**config.mk**
```make
export PLATFORM = sky130hd
export DESIGN_NAME = multicycle_control_flat
export DESIGN_NICKNAME = d
export VERILOG_FILES = /design/src/rtl/mc_ctrl_pkg.sv /design/src/rtl/multicycle_control_if.sv /design/src/rtl/mc_opcode_class.sv /design/src/rtl/multicycle_control.sv /design/src/flat_wrapper.sv
export SDC_FILE = /design/constraint.sdc
export NUM_CORES = 1
export LEC_CHECK = 0
export BUFFER_PORTS_ARGS = -buffer_cell sky130_fd_sc_hd__buf_2
export CORE_ASPECT_RATIO = 0.8
export CORE_MARGIN = 3
export CORE_UTILIZATION = 44
export DETAILED_ROUTE_END_ITERATION = 10
export PLACE_DENSITY_LB_ADDON = 0.1
export SYNTH_ARGS = -nofsm -noshare
export SYNTH_HDL_FRONTEND = slang
export SYNTH_SLANG_ARGS = --single-unit
```
**constraint.sdc**
```tcl
create_clock -name clk -period 3.4 [get_ports clk]
set_input_delay 0.51 -clock clk [delete_from_list [all_inputs] [get_ports clk]]
set_output_delay 0.51 -clock clk [all_outputs]
set_load 0.005 [all_outputs]
```
**src/rtl/mc_ctrl_pkg.sv**
```systemverilog
// mc_ctrl_pkg: shared constants for the multicycle controller.
//   - RV32 base opcodes recognised by the controller
//   - FSM state encodings (also visible on state_dbg)
//   - alu_op, alu_src_b and trap_cause encodings
//   - opcode class produced by mc_opcode_class
package mc_ctrl_pkg;

  localparam logic [6:0] OPC_R      = 7'b0110011;
  localparam logic [6:0] OPC_I      = 7'b0010011;
  localparam logic [6:0] OPC_LOAD   = 7'b0000011;
  localparam logic [6:0] OPC_STORE  = 7'b0100011;
  localparam logic [6:0] OPC_BRANCH = 7'b1100011;

  typedef enum logic [3:0] {
    ST_FETCH  = 4'd0,
    ST_DECODE = 4'd1,
    ST_ADDR   = 4'd2,
    ST_MEM_RD = 4'd3,
    ST_WB_MEM = 4'd4,
    ST_MEM_WR = 4'd5,
    ST_EXEC_R = 4'd6,
    ST_EXEC_I = 4'd7,
    ST_WB_ALU = 4'd8,
    ST_BRANCH = 4'd9,
    ST_TRAP   = 4'd15
  } state_t;

  typedef enum logic [1:0] {
    ALU_ADD   = 2'b00,
    ALU_CMP   = 2'b01,
    ALU_FUNCT = 2'b10
  } alu_op_t;

  typedef enum logic [1:0] {
    SRCB_RS2  = 2'b00,
    SRCB_FOUR = 2'b01,
    SRCB_IMM  = 2'b10
  } alu_src_b_t;

  typedef enum logic [1:0] {
    CAUSE_NONE    = 2'b00,
    CAUSE_ILLEGAL = 2'b01,
    CAUSE_TIMEOUT = 2'b10
  } trap_cause_t;

  typedef enum logic [2:0] {
    CLS_NONE   = 3'd0,
    CLS_R      = 3'd1,
    CLS_I      = 3'd2,
    CLS_LOAD   = 3'd3,
    CLS_STORE  = 3'd4,
    CLS_BRANCH = 3'd5
  } op_class_t;

endpackage

```
**src/rtl/multicycle_control_if.sv**
```systemverilog
// multicycle_control_if: memory request handshake between the controller
// and the memory port.
//   mem_req   - request active (controller -> memory)
//   mem_we    - request is a write (controller -> memory)
//   i_or_d    - address select, 0 = PC, 1 = ALU result (controller -> memory)
//   mem_ready - memory completes the current request this cycle (memory -> controller)
interface multicycle_control_if;
  logic mem_req;
  logic mem_we;
  logic i_or_d;
  logic mem_ready;

  modport master (output mem_req, output mem_we, output i_or_d, input mem_ready);
  modport slave  (input mem_req, input mem_we, input i_or_d, output mem_ready);
endinterface

```
**src/rtl/mc_opcode_class.sv**
```systemverilog
// mc_opcode_class: combinational opcode decoder; the only one in the block.
//   opcode   - instruction[6:0]
//   op_class - instruction class (CLS_NONE when illegal)
//   illegal  - opcode is not supported (I-type ALU is illegal when IALU_EN = 0)
module mc_opcode_class
  import mc_ctrl_pkg::*;
#(
  parameter int unsigned IALU_EN = 1
) (
  input  logic [6:0] opcode,
  output op_class_t  op_class,
  output logic       illegal
);

  always_comb begin
    op_class = CLS_NONE;
    illegal  = 1'b0;
    case (opcode)
      OPC_R:      op_class = CLS_R;
      OPC_I: begin
        if (IALU_EN != 0) op_class = CLS_I;
        else              illegal  = 1'b1;
      end
      OPC_LOAD:   op_class = CLS_LOAD;
      OPC_STORE:  op_class = CLS_STORE;
      OPC_BRANCH: op_class = CLS_BRANCH;
      default:    illegal  = 1'b1;
    endcase
  end

endmodule

```
**src/rtl/multicycle_control.sv**
```systemverilog
// multicycle_control: multicycle RISC-V datapath controller FSM.
//   clk, rst      - clock, synchronous active-high reset
//   opcode        - instruction[6:0], used in DECODE only
//   mem           - memory handshake (mem_req, mem_we, i_or_d, mem_ready)
//   ir_write, pc_write, alu_src_a, alu_src_b, alu_op,
//   reg_write, mem_to_reg, branch - datapath controls
//   instr_done    - pulse in the final cycle of each instruction
//   trap, trap_cause - sticky error flag and its reason
//   state_dbg     - current state encoding
module multicycle_control
  import mc_ctrl_pkg::*;
#(
  parameter int unsigned TIMEOUT_W = 4,
  parameter int unsigned IALU_EN   = 1
) (
  input  logic                       clk,
  input  logic                       rst,
  input  logic [6:0]                 opcode,
  multicycle_control_if.master       mem,
  output logic                       ir_write,
  output logic                       pc_write,
  output logic                       alu_src_a,
  output logic [1:0]                 alu_src_b,
  output logic [1:0]                 alu_op,
  output logic                       reg_write,
  output logic                       mem_to_reg,
  output logic                       branch,
  output logic                       instr_done,
  output logic                       trap,
  output logic [1:0]                 trap_cause,
  output logic [3:0]                 state_dbg
);

  // The wait that would take the counter to all-ones is the last one allowed.
  localparam logic [TIMEOUT_W-1:0] WAIT_MAX  = '1;
  localparam logic [TIMEOUT_W-1:0] WAIT_LAST = WAIT_MAX - TIMEOUT_W'(1);

  state_t                state, state_nxt;
  trap_cause_t           cause_q, cause_nxt;
  op_class_t             cls_q, op_class;
  logic                  illegal;
  logic [TIMEOUT_W-1:0]  wait_cnt;
  logic                  limit_hit;

  mc_opcode_class #(.IALU_EN(IALU_EN)) u_opcode_class (
    .opcode   (opcode),
    .op_class (op_class),
    .illegal  (illegal)
  );

  assign limit_hit  = (wait_cnt == WAIT_LAST);
  assign state_dbg  = state;
  assign trap_cause = cause_q;

  always_ff @(posedge clk) begin
    if (rst) begin
      state   <= ST_FETCH;
      cause_q <= CAUSE_NONE;
      cls_q   <= CLS_NONE;
    end else begin
      state   <= state_nxt;
      cause_q <= cause_nxt;
      if (state == ST_DECODE) cls_q <= op_class;
    end
  end

  // Clearing on every state change covers entry into each memory state,
  // since memory states only self-loop while waiting.
  always_ff @(posedge clk) begin
    if (rst)                                 wait_cnt <= '0;
    else if (state_nxt != state)             wait_cnt <= '0;
    else if (mem.mem_req && !mem.mem_ready)  wait_cnt <= wait_cnt + TIMEOUT_W'(1);
  end

  always_comb begin
    state_nxt   = state;
    cause_nxt   = cause_q;
    mem.mem_req = 1'b0;
    mem.mem_we  = 1'b0;
    mem.i_or_d  = 1'b0;
    ir_write    = 1'b0;
    pc_write    = 1'b0;
    alu_src_a   = 1'b0;
    alu_src_b   = SRCB_RS2;
    alu_op      = ALU_ADD;
    reg_write   = 1'b0;
    mem_to_reg  = 1'b0;
    branch      = 1'b0;
    instr_done  = 1'b0;
    trap        = 1'b0;

    case (state)
      ST_FETCH: begin
        mem.mem_req = 1'b1;
        if (mem.mem_ready) begin
          ir_write  = 1'b1;
          pc_write  = 1'b1;
          alu_src_b = SRCB_FOUR;
          state_nxt = ST_DECODE;
        end else if (limit_hit) begin
          state_nxt = ST_TRAP;
          cause_nxt = CAUSE_TIMEOUT;
        end
      end
      ST_DECODE: begin
        if (illegal) begin
          state_nxt = ST_TRAP;
          cause_nxt = CAUSE_ILLEGAL;
        end else begin
          case (op_class)
            CLS_R:                state_nxt = ST_EXEC_R;
            CLS_I:                state_nxt = ST_EXEC_I;
            CLS_LOAD, CLS_STORE:  state_nxt = ST_ADDR;
            CLS_BRANCH:           state_nxt = ST_BRANCH;
            default: begin
              state_nxt = ST_TRAP;
              cause_nxt = CAUSE_ILLEGAL;
            end
          endcase
        end
      end
      ST_ADDR: begin
        alu_src_a = 1'b1;
        alu_src_b = SRCB_IMM;
        state_nxt = (cls_q == CLS_STORE) ? ST_MEM_WR : ST_MEM_RD;
      end
      ST_MEM_RD: begin
        mem.mem_req = 1'b1;
        mem.i_or_d  = 1'b1;
        if (mem.mem_ready) begin
          state_nxt = ST_WB_MEM;
        end else if (limit_hit) begin
          state_nxt = ST_TRAP;
          cause_nxt = CAUSE_TIMEOUT;
        end
      end
      ST_WB_MEM: begin
        reg_write  = 1'b1;
        mem_to_reg = 1'b1;
        instr_done = 1'b1;
        state_nxt  = ST_FETCH;
      end
      ST_MEM_WR: begin
        mem.mem_req = 1'b1;
        mem.mem_we  = 1'b1;
        mem.i_or_d  = 1'b1;
        if (mem.mem_ready) begin
          instr_done = 1'b1;
          state_nxt  = ST_FETCH;
        end else if (limit_hit) begin
          state_nxt = ST_TRAP;
          cause_nxt = CAUSE_TIMEOUT;
        end
      end
      ST_EXEC_R: begin
        alu_src_a = 1'b1;
        alu_src_b = SRCB_RS2;
        alu_op    = ALU_FUNCT;
        state_nxt = ST_WB_ALU;
      end
      ST_EXEC_I: begin
        alu_src_a = 1'b1;
        alu_src_b = SRCB_IMM;
        alu_op    = ALU_FUNCT;
        state_nxt = ST_WB_ALU;
      end
      ST_WB_ALU: begin
        reg_write  = 1'b1;
        instr_done = 1'b1;
        state_nxt  = ST_FETCH;
      end
      ST_BRANCH: begin
        branch     = 1'b1;
        instr_done = 1'b1;
        alu_src_a  = 1'b1;
        alu_src_b  = SRCB_RS2;
        alu_op     = ALU_CMP;
        state_nxt  = ST_FETCH;
      end
      ST_TRAP: begin
        trap = 1'b1;
      end
      default: begin
        state_nxt = ST_TRAP;
      end
    endcase
  end

endmodule
```
**src/flat_wrapper.sv**
```systemverilog
// flat-port wrapper written by rule: the top's interface ports become plain ports
module multicycle_control_flat import mc_ctrl_pkg::*;
#(
  parameter int unsigned TIMEOUT_W = 4,
  parameter int unsigned IALU_EN   = 1
)
  (clk, rst, opcode, ir_write, pc_write, alu_src_a, alu_src_b, alu_op, reg_write, mem_to_reg, branch, instr_done, trap, trap_cause, state_dbg, mem_mem_req, mem_mem_we, mem_i_or_d, mem_mem_ready);
  multicycle_control_if mem_i ();
  input  logic clk;
  input  logic rst;
  input  logic [6:0] opcode;
  output logic ir_write;
  output logic pc_write;
  output logic alu_src_a;
  output logic [1:0] alu_src_b;
  output logic [1:0] alu_op;
  output logic reg_write;
  output logic mem_to_reg;
  output logic branch;
  output logic instr_done;
  output logic trap;
  output logic [1:0] trap_cause;
  output logic [3:0] state_dbg;
  output wire logic [$bits(mem_i.mem_req)-1:0] mem_mem_req;
  output wire logic [$bits(mem_i.mem_we)-1:0] mem_mem_we;
  output wire logic [$bits(mem_i.i_or_d)-1:0] mem_i_or_d;
  input wire logic [$bits(mem_i.mem_ready)-1:0] mem_mem_ready;
  assign mem_mem_req = mem_i.mem_req;
  assign mem_mem_we = mem_i.mem_we;
  assign mem_i_or_d = mem_i.i_or_d;
  assign mem_i.mem_ready = mem_mem_ready;
  multicycle_control #(.TIMEOUT_W(TIMEOUT_W), .IALU_EN(IALU_EN)) u_core (.clk(clk), .rst(rst), .opcode(opcode), .mem(mem_i), .ir_write(ir_write), .pc_write(pc_write), .alu_src_a(alu_src_a), .alu_src_b(alu_src_b), .alu_op(alu_op), .reg_write(reg_write), .mem_to_reg(mem_to_reg), .branch(branch), .instr_done(instr_done), .trap(trap), .trap_cause(trap_cause), .state_dbg(state_dbg));
endmodule
```
==> summary.md, run 1 <==
| Metric | Value |
|---|---|
| Outcome | complete, no violations |
| Max Slew Vio Count | 0 |
| FF-to-FF Start | u_core.state_dbg[0] |
| Crit path time final | approximately 2.3 ns |
| M2 GR Usage | 29.0% |
| F_max | roughly 430 MHz |
| Leakage power figure | around 0.5 nW |
| Post-synthesis mux area share | 0% |
| Setup Skew | between 0.01 and 0.015 ns |
| Fin Hold WS | 0.493 ns |
| FFs w/ async S/R, synth | 0% |
| Syn_area_per_cell | roughly 7.6 um^2 |
| Area Growth Syn to Fin | 12.2% |
| Fraction of the mapped netlist area in adder cells | approximately 2.3% |
| Cells after synthesis | 141 |
| Hold Violations, Final | 0 |
| Pwr Total | about 1000 uW |
| Global routing's busiest layer | met2 |
| # fillers | ~230 |
| First-pass GRT wire length | between 4000 and 5000 um |
| CP required | 2.89 ns |
| # Max-Cap Violations | 0 |
| Drt pass-1 iters | 4 |
| Vias in the first global route | ~1000 |
| Setup crit start kind | flip-flop |
| CP Class | reg2out |
| Worst skew pair latency | a little under 0.3 ns |
| FF-to-FF path depth | 6 |
| Worst setup EP type | output port |
| Worst reg2reg setup slack | approximately 1.2 ns |
| Placer Congestion | approximately 0.77 |
| Worst-Margin Slew | roughly 0.70 ns |
| Postcts setup bufs | 0 |
| Die Ht | approximately 50 um |
| Worst-case clock buffer depth | 2 |
| Root Buffer | clkbuf_4 |
| Ant. Diodes | 0 |
| Setup crit end | instr_done |
| Critical Path AT | about 1.8 ns |
| Setup violations, final | 0 |
| Compound-Gate Fraction of Synth Area | 24.1% |
| RR Endpoint | u_core.wait_cnt[1] |
| Routed via count | 1070 |
| Largest family of logic cells by synthesized area | simple AND/OR/NAND/NOR gates |
| Critical Path Fanout Max | 18 |
| HP Class | reg2reg |
| Initial antenna violation count | 0 |
| Synth Flop Type | dfxtp_1 |
| Total GRT Usage | 19.4% |
| DRT antenna net count | 0 |
| Warnings, synthesis | 0 |
| Std-Cell Core Area | ~0.0022 mm^2 |
| Pwr/cell area | 808 mW/mm^2 |
| Worst slew margin | 53.5% |
| Grt total ovfl | 0 |
| Met1 GRT Util | approximately 28% |
| Routed wire length | between 2000 and 3000 um |
| Flops & latches, synth | 13 |
| CTS H-tree lvls | 1 |
| Syn Nets | between 150 and 200 |
| Worst-path clk slew | approximately 0.1 ns |
| Number of flops mapped to enable cells by yosys | 0 |
| Simple-Gate Fraction of Synth Area | between 30% and 40% |
| Die width | approximately 61 um |
| Sequential cell area | between 200 and 300 um^2 |
| Mapped Area | 0.00108 mm^2 |
| Rows | 15 |
| Area occupied by multi-input gates | between 700 and 800 um^2 |
| Wire per inst | around 14 um |
| Share of layout cells above drive strength 1 | approximately 28% |
| Synth Area in XOR/XNOR | roughly 5% |
| IO buf count | 30 |
| Hold_buf cts | 0 |
| Starting density of the core | 48.2% |
| VDD IR max | between 0.4 and 0.5 mV |
| DRC Markers | 0 |
| Post-detail-place hpwl | a little under 2000 um |
| Die area | approximately 0.003 mm^2 |
| CTS-repair resized insts | 0 |
| Fin crit share | about two thirds |
| Cell variety after synth | between 40 and 50 |
| Unrepaired setup endpoints after global routing | no |
| CP Launch Point | u_core.state_dbg[2] |
| Largest net degree at the start of global routing | 22 |
| Sequential area share after synthesis | between 20% and 30% |
| CTS tree | yes |
| GR Layer Usage met3 | approximately 4.6% |
| Total CTS buffers | 3 |
| Total Negative Setup Slacks | 0 ns |
| Via density | between 5 and 6 |
| Final nets | between 150 and 200 |
| Number of DRC markers in iteration 0 | 51 |
| Sink Count | 13 |
| I/O pin cnt | 31 |
-- worst min path at each step --
stage	slack (ns)	cells past startpoint	endpoint	startpoint
global route	0.52	2	u_core.trap_cause[0]	u_core.trap_cause[0]
global placement	0.48	2	u_core.trap_cause[0]	u_core.trap_cause[0]
detailed placement	0.49	2	u_core.trap_cause[0]	u_core.trap_cause[0]
CTS	0.50	2	u_core.trap_cause[0]	u_core.trap_cause[0]
finish	0.49	2	u_core.trap_cause[0]	u_core.trap_cause[0]
floorplan	0.47	2	u_core.trap_cause[1]	u_core.trap_cause[1]
-- power breakdown --
| group | internal (mW) | switching [mW] |
|---|---|---|
| sequential | 0.183 | 0.105 |
| combinational | 0.273 | 0.310 |
| clock | 0.0456 | 0.0595 |
| total | 0.502 | 0.474 |
-- critical path: stages, from the launching register on --
cell	delay, ns
dfxtp_1	0.71
nand2b_1	0.30
o21bai_1	0.23
a21oi_1	0.13
buf_2	0.14
-- kinds of logic after synthesis --
kind of cell / Yosys count
flip-flops: 13
buffers and inverters: 18
AO/OA/AOI/OAI: 35
AND/OR/NAND/NOR: 67
XOR/XNOR: 6
adder cells (fa/ha/maj): 2
-- cells in the final DEF (no fill, tap or decap), types with 2 or more instances in the layout --
cell type,count
a21oi_1,8
a22oi_1,2
a31oi_1,2
and3_1,2
buf_2,30
clkbuf_4,3
dfxtp_1,13
ha_1,2
inv_1,5
nand2_1,10
nand2b_1,3
nand3_1,3
nor2_1,21
nor2b_1,3
nor3_1,7
nor3b_1,2
nor4b_1,2
o21ai_0,7
o31ai_1,3
or3_1,2
or3b_2,2
xnor2_1,2
xor2_1,4
-- synthesized netlist by cell type, types with 3 or more instances --
cell type | instances | area share (%)
nand3_1 | 3 | 1.4
nor2b_1 | 3 | 1.7
xor2_1 | 4 | 3.3
inv_1 | 5 | 1.7
nand2_1 | 10 | 3.5
clkbuf_1 | 5 | 1.7
nor3_1 | 7 | 3.3
a21oi_1 | 8 | 3.7
dfxtp_1 | 13 | 24
o31ai_1 | 3 | 2.1
o21ai_0 | 7 | 3.3
buf_4 | 3 | 2.1
nand2b_1 | 3 | 1.7
nor2_1 | 21 | 7.3
-- per-stage QoR --
step                      area, um^2  setup slack [ns]  utilization, %  instances
after global routing            1210             0.953            54.1        187
after CTS                       1210              1.12            54.1        187
after global placement          1180              1.20            52.9        183
after detailed placement        1180              1.20            52.9        183
after floorplan                 1080              1.44               -        141
final                           1210              1.09            54.1        187
-- registers in the layout (all words and copies together), names as in the netlist --
register and flops:
u_core.wait_cnt 4, u_core.cls_q 3, u_core.trap_cause 2, u_core.state_dbg 4
-- layout make-up --
type / count / share of cell area, %
Timing Repair Buffer: 30 / 12.4
Multi-Input combinational cell: 110 / 59.7
Clock buffer: 4 / 2.18
Inverter: 5 / 1.55
Tap cell: 25 / 2.59
Sequential cell: 13 / 21.6
-- layer usage --
metal,up-vias,wire length [um]
met5,-,0
met4,0,19
met3,4,135
met2,29,1160
met1,492,1320
li1,545,-
(Power assumes the default switching activity.)
==> run 2: changes to the inputs <==
==> constraint.sdc (replaced) <==
create_clock -name clk -period 2.07 [get_ports clk]
set_input_delay 0.3105 -clock clk [delete_from_list [all_inputs] [get_ports clk]]
set_output_delay 0.3105 -clock clk [all_outputs]
set_load 0.005 [all_outputs]
==> run 2 against run 1 <==
Register-to-register slack worse by 1.1 ns. Non-clock buffer count up 11. Sequential share of layout area down 1.3 points. Global-route usage about the same. Combinational power up 110%. Clock power up 49%. Sequential power up 34%. Setup slack worse by 1.0 ns. Flip-flop and latch count unchanged. Critical path depth up 3. Largest cell class unchanged.
==> summary.md, run 2 (synthesized netlist as in run 1, its figures left out) <==
| Metric | Value |
|---|---|
| Total CTS buffers | 3 (unchanged) |
| Starting density of the core | 48.2% (unchanged) |
| Hold Path End | u_core.cls_q[1] (was u_core.trap_cause[0]) |
| Die area | 0.00308 mm^2 (unchanged) |
| FF-to-FF Start | u_core.state_dbg[2] (was u_core.state_dbg[0]) |
| Final nets | 186 (was 175) |
| Pwr/cell area | 1340 mW/mm^2 (was 808 mW/mm^2) |
| DRC Markers | 0 (unchanged) |
| Hold Startpoint | rst (was u_core.trap_cause[0]) |
| Sink Count | 13 (unchanged) |
| Slowest stage delay, CP | 0.39 ns (was 0.71 ns) |
| CP Launch Point | u_core.state_dbg[2] (unchanged) |
| Critical-path cell list | buf_4, or2_2, a22o_1, a21oi_1, and3_1, o211ai_2, a211oi_2 (was nand2b_1, o21bai_1, a21oi_1, buf_2) |
| Post-detail-place hpwl | 2140 um (was 1930 um) |
| Hold_buf cts | 0 (unchanged) |
| Placer Congestion | 0.924 (was 0.770) |
| Crit path time final | between 1.5 and 2 ns |
| Wire per inst | 13.7 um (was 14.1 um) |
| Root Buffer | clkbuf_4 (unchanged) |
| Total GRT Usage | 19.5% (was 19.4%) |
| Largest net degree at the start of global routing | 13 (was 22) |
| Initial antenna violation count | 0 (unchanged) |
| Hold Violations, Final | 0 (unchanged) |
| Setup Skew | 0.00462 ns (was 0.0143 ns) |
| Total Negative Setup Slacks | 0 ns (unchanged) |
| First-pass GRT wire length | 4620 um (was 4590 um) |
| Worst-case clock buffer depth | 2 (unchanged) |
| Worst skew pair latency | 0.27 ns (was 0.29 ns) |
| Die width | 61.3 um (unchanged) |
| IO buf count | 30 (unchanged) |
| Number of DRC markers in iteration 0 | 43 (was 51) |
| CTS-repair resized insts | 0 (unchanged) |
| Commonest non-fill, non-tap cells in the layout | 30 x buf_2, 21 x nor2_1, 11 x buf_4, 11 x dfxtp_1, 10 x nand2_1 (was 30 x buf_2, 21 x nor2_1, 13 x dfxtp_1) |
| HP Class | in2reg (was reg2reg) |
| CP Class | reg2reg (was reg2out) |
| Max Slew Vio Count | 0 (unchanged) |
| Leading cell type in the layout, fill and taps excluded | buf_2 (unchanged) |
| Ant. Diodes | 0 (unchanged) |
| Leakage power figure | 0.570 nW (was 0.511 nW) |
| Postcts setup bufs | 0 (unchanged) |
| DRT antenna net count | 0 (unchanged) |
| Setup violations, final | 0 (unchanged) |
| Std-Cell Core Area | 0.00223 mm^2 (unchanged) |
| Worst-path clk slew | 0.08 ns (was 0.10 ns) |
| Worst reg2reg setup slack | 0.08 ns (was 1.16 ns) |
| F_max | about 500 MHz |
| CTS tree | yes (unchanged) |
| Hold depth | 2 (unchanged) |
| Die Ht | 50.2 um (unchanged) |
| Vias in the first global route | 1019 (was 1020) |
| Worst slew margin | 74.0% (was 53.5%) |
| Fin Hold WS | 0.353 ns (was 0.493 ns) |
| CTS H-tree lvls | 1 (unchanged) |
| Routed wire length | 2710 um (was 2640 um) |
| CP required | 2.27 ns (was 2.89 ns) |
| Via density | 5.68 (was 5.72) |
| I/O pin cnt | 31 (unchanged) |
| Setup crit start kind | flip-flop (unchanged) |
| Critical Path Fanout Max | 11 (was 18) |
| Share of layout cells above drive strength 1 | 34.1% (was 27.8%) |
| FF-to-FF path depth | 7 (was 6) |
| Slowest CP cell | dfxtp_2 (was dfxtp_1) |
| Unrepaired setup endpoints after global routing | no (unchanged) |
| Grt total ovfl | 0 (unchanged) |
| Fin crit share | between 90 and 100% |
| Worst-Margin Slew | 0.387 ns (was 0.696 ns) |
| Routed via count | 1125 (was 1070) |
| Rows | 15 (unchanged) |
| Drt pass-1 iters | 4 (unchanged) |
| RR Endpoint | u_core.wait_cnt[1] (unchanged) |
| Critical Path AT | 2.19 ns (was 1.80 ns) |
| Outcome | complete, no violations (unchanged) |
| Worst setup EP type | flip-flop (was output port) |
| VDD IR max | 0.615 mV (was 0.409 mV) |
| Area Growth Syn to Fin | 20.7% (was 12.2%) |
| # Max-Cap Violations | 0 (unchanged) |
run 2: routing by layer:
metal	part of all wire [%]	wire (um)	global-route usage (%)	vias up
met5	0	0	0	-
met4	0	0	3.25	0
met3	7.7	209	5.66	0
met2	45	1220	28.0	39
met1	47	1290	28.8	525
li1	-	-	-	561
run 2: power by group:
group / switching [mW] / internal (mW) / total (mW)
Sequential: 0.0805 / 0.306 / 0.387
Clock: 0.0817 / 0.0746 / 0.156
Combinational: 0.651 / 0.548 / 1.20
Total: 0.813 / 0.929 / 1.74
run 2: layout make-up:
| type | instances | area (um^2) |
|---|---|---|
| Fill cell | 203 | 935 |
| Timing Repair Buffer | 41 | 233 |
| Sequential cell | 13 | 263 |
| Tap cell | 25 | 31.3 |
| Inverter | 5 | 18.8 |
| Multi-Input combinational cell | 110 | 727 |
| Clock buffer | 4 | 26.3 |
run 2: worst max-delay path, delay by kind of cell, from the launching register on:
family	cells	cell delay [ns]
DFF	1	0.39
buffers and inverters	1	0.18
and+or+nand+nor	2	0.51
AOI/OAI and AO/OA	4	0.82
run 2: worst max path at each step:
stage                                    end  slack (ns)  depth (start not counted)
final                     u_core.wait_cnt[1]        0.08                          7
after global routing      u_core.wait_cnt[1]        0.02                          6
after floorplan           u_core.wait_cnt[1]        0.11                          8
after global placement    u_core.wait_cnt[1]        0.12                          6
after CTS                 u_core.wait_cnt[1]        0.04                          6
after detailed placement  u_core.wait_cnt[1]        0.07                          6
run 2: metrics by stage:
step	std cells	area, um^2	setup WS [ns]	util, %	total power, mW
after floorplan	141	1080	0.111	-	1.23
after global placement	194	1260	0.117	56.6	1.56
after detailed placement	194	1260	0.0702	56.6	1.56
after CTS	198	1290	0.0382	57.8	1.73
after global routing	198	1300	0.0187	58.2	1.90
final	198	1300	0.0802	58.2	1.74
==> run 3: changes to the inputs <==
--- a/config.mk
+++ b/config.mk
@@ -8,8 +8,9 @@
 export BUFFER_PORTS_ARGS = -buffer_cell sky130_fd_sc_hd__buf_2
 export CORE_ASPECT_RATIO = 0.8
 export CORE_MARGIN = 3
-export CORE_UTILIZATION = 44
+export CORE_UTILIZATION = 40
 export DETAILED_ROUTE_END_ITERATION = 10
+export MAX_ROUTING_LAYER = met4
 export PLACE_DENSITY_LB_ADDON = 0.1
 export SYNTH_ARGS = -nofsm -noshare
 export SYNTH_HDL_FRONTEND = slang
==> run 3 against run 2 <==
Setup slack improved by 0.026 ns. Die area increased by 8.9%. Critical path depth unchanged. Critical path type unchanged. Highest routed layer unchanged.
==> summary.md, run 3 (synthesized netlist as in run 1, its figures left out) <==
| Metric | Value |
|---|---|
| Sink Count | 13 (unchanged) |
| Total CTS buffers | 3 (unchanged) |
| Rows | 16 (was 15) |
| Placer Congestion | 0.876 (was 0.924) |
| Routed via count | 1108 (was 1125) |
| CTS tree | yes (unchanged) |
| Via density | 5.30 (was 5.68) |
| Routed wire length | 2810 um (was 2710 um) |
| DRC Markers | 0 (unchanged) |
| Worst reg2reg setup slack | 0.11 ns (was 0.08 ns) |
| Total Negative Setup Slacks | 0 ns (unchanged) |
| CP Launch Point | u_core.state_dbg[2] (unchanged) |
| Wire per inst | 13.5 um (was 13.7 um) |
| Setup crit end | u_core.wait_cnt[1] (unchanged) |
| CP Class | reg2reg (unchanged) |
| Setup violations, final | 0 (unchanged) |
| Die area | 0.00335 mm^2 (was 0.00308 mm^2) |
| Worst-Margin Slew | 0.404 ns (was 0.387 ns) |
| Critical Path AT | 2.16 ns (was 2.19 ns) |
| Leading cell type in the layout, fill and taps excluded | buf_2 (unchanged) |
| Drt pass-1 iters | 4 (unchanged) |
| DRT antenna net count | 0 (unchanged) |
| Crit path time final | 1.96 ns (was 1.99 ns) |
| Worst slew margin | 72.7% (was 74.0%) |
| Starting density of the core | 43.0% (was 48.2%) |
| Top Family by Delay on Critical Path | compound AO/OA/AOI/OAI gates (unchanged) |
| Initial antenna violation count | 0 (unchanged) |
| Setup crit start kind | flip-flop (unchanged) |
| Vias in the first global route | 1016 (was 1019) |
| Hold depth | 2 (unchanged) |
| HP Class | in2reg (unchanged) |
| Std-Cell Core Area | 0.00250 mm^2 (was 0.00223 mm^2) |
| Share of layout cells above drive strength 1 | 34.1% (unchanged) |
| Final nets | 186 (unchanged) |
| Setup Skew | 0.0106 ns (was 0.00462 ns) |
| FF-to-FF Start | u_core.state_dbg[2] (unchanged) |
| Slowest CP cell | dfxtp_2 (unchanged) |
| Number of DRC markers in iteration 0 | 69 (was 43) |
| Worst setup EP type | flip-flop (unchanged) |
| Worst skew pair latency | 0.28 ns (was 0.27 ns) |
| I/O pin cnt | 31 (unchanged) |
| Pwr/cell area | 1330 mW/mm^2 (was 1340 mW/mm^2) |
| IO buf count | 30 (unchanged) |
| CTS H-tree lvls | 1 (unchanged) |
| Final core occ | 53.1% (was 58.2%) |
| Worst path depth | 7 (unchanged) |
| Die Ht | 52.4 um (was 50.2 um) |
| # Max-Cap Violations | 0 (unchanged) |
| Leakage power figure | 0.575 nW (was 0.570 nW) |
| Post-detail-place hpwl | 2280 um (was 2140 um) |
| Critical-path cell list | buf_4, or2_2, a22o_1, a21oi_1, and3_1, o211ai_2, a211oi_2 (unchanged) |
| Root Buffer | clkbuf_4 (unchanged) |
| Ant. Diodes | 0 (unchanged) |
| Fin crit share | 94.9% (was 96.1%) |
| Unrepaired setup endpoints after global routing | no (unchanged) |
| Critical Path Fanout Max | 10 (was 11) |
| Max Slew Vio Count | 0 (unchanged) |
| VDD IR max | 0.725 mV (was 0.615 mV) |
| Commonest non-fill, non-tap cells in the layout | 30 x buf_2, 21 x nor2_1, 12 x dfxtp_1 (was 30 x buf_2, 21 x nor2_1, 11 x buf_4, 11 x dfxtp_1, 10 x nand2_1) |
| CP required | 2.27 ns (about the same) |
| First-pass GRT wire length | 4730 um (was 4620 um) |
| Hold_buf cts | 0 (unchanged) |
| FF-to-FF path depth | 7 (unchanged) |
| Worst path bufs/invs | 1 (unchanged) |
| Die width | 64.0 um (was 61.3 um) |
| Total GRT Usage | 18.3% (was 19.5%) |
| Worst-case clock buffer depth | 2 (unchanged) |
| Worst-path clk slew | 0.09 ns (was 0.08 ns) |
| Hold Violations, Final | 0 (unchanged) |
| Slowest stage delay, CP | 0.38 ns (was 0.39 ns) |
| RR Endpoint | u_core.wait_cnt[1] (unchanged) |
| Grt total ovfl | 0 (unchanged) |
| F_max | 509 MHz (was 503 MHz) |
| Largest net degree at the start of global routing | 15 (was 13) |
| Outcome | complete, no violations (unchanged) |
| Area Growth Syn to Fin | 23.5% (was 20.7%) |
==> run 3: cell counts in the layout (fill, tap and decap cells not counted) <==
Identical to the previous run, type by type.
==> run 3: power breakdown <==
group          leakage [nW]  switching (mW)  internal, mW  total [mW]
clock                0.0150          0.0851        0.0747       0.160
combinational         0.454           0.665         0.572        1.24
sequential            0.106          0.0691         0.304       0.373
total                 0.575           0.820         0.951        1.77
==> run 3: layout make-up <==
| class | count | area [um^2] |
|---|---|---|
| Clock buffer | 4 | 26.3 |
| Fill cell | 268 | 1170 |
| Inverter | 5 | 18.8 |
| Multi-Input combinational cell | 110 | 732 |
| Sequential cell | 13 | 262 |
| Tap cell | 36 | 45.0 |
| Timing Repair Buffer | 41 | 245 |
==> run 3: routing by layer <==
layer | part of all wire [%] | GRT usage [%] | wire length, um | up-vias
met1 | 50 | 25.6 | 1400 | 507
met4 | 0 | 2.51 | 0 | 0
li1 | - | - | - | 565
met2 | 44 | 26.6 | 1250 | 36
met5 | 0 | - | 0 | -
met3 | 5.8 | 5.15 | 163 | 0
==> run 3: repair_timing <==
action,CTS,global route
endpoints found under the setup margin,0,4
gates resized for setup,0,4
setup buffers,0,0
==> run 3: worst register-to-register path, delay by kind of cell, from the launching register on <==
kind	cells	cell delay, ns
simple gates	2	0.51
compound gates	4	0.81
buf+inv	1	0.18
flops	1	0.38
==> run 3: worst min path at each step <==
stage	start	endpoint
finish	rst	u_core.cls_q[0]
global route	rst	u_core.cls_q[1]
CTS	rst	u_core.cls_q[0]
detailed placement	u_core.trap_cause[1]	u_core.trap_cause[1]
global placement	u_core.trap_cause[0]	u_core.trap_cause[0]
floorplan	u_core.trap_cause[1]	u_core.trap_cause[1]
==> run 3: stage by stage <==
step	power, mW	hold WS [ns]	cells	instance area, um^2	setup WS [ns]
2_1_floorplan	1.23	0.470	141	1080	0.111
3_3_place_gp	1.59	0.476	205	1290	0.132
3_5_place_dp	1.60	0.477	205	1290	0.0900
4_1_cts	1.76	0.352	209	1320	0.0583
5_1_grt	1.93	0.354	209	1330	0.0434
6_report	1.77	0.361	209	1330	0.106
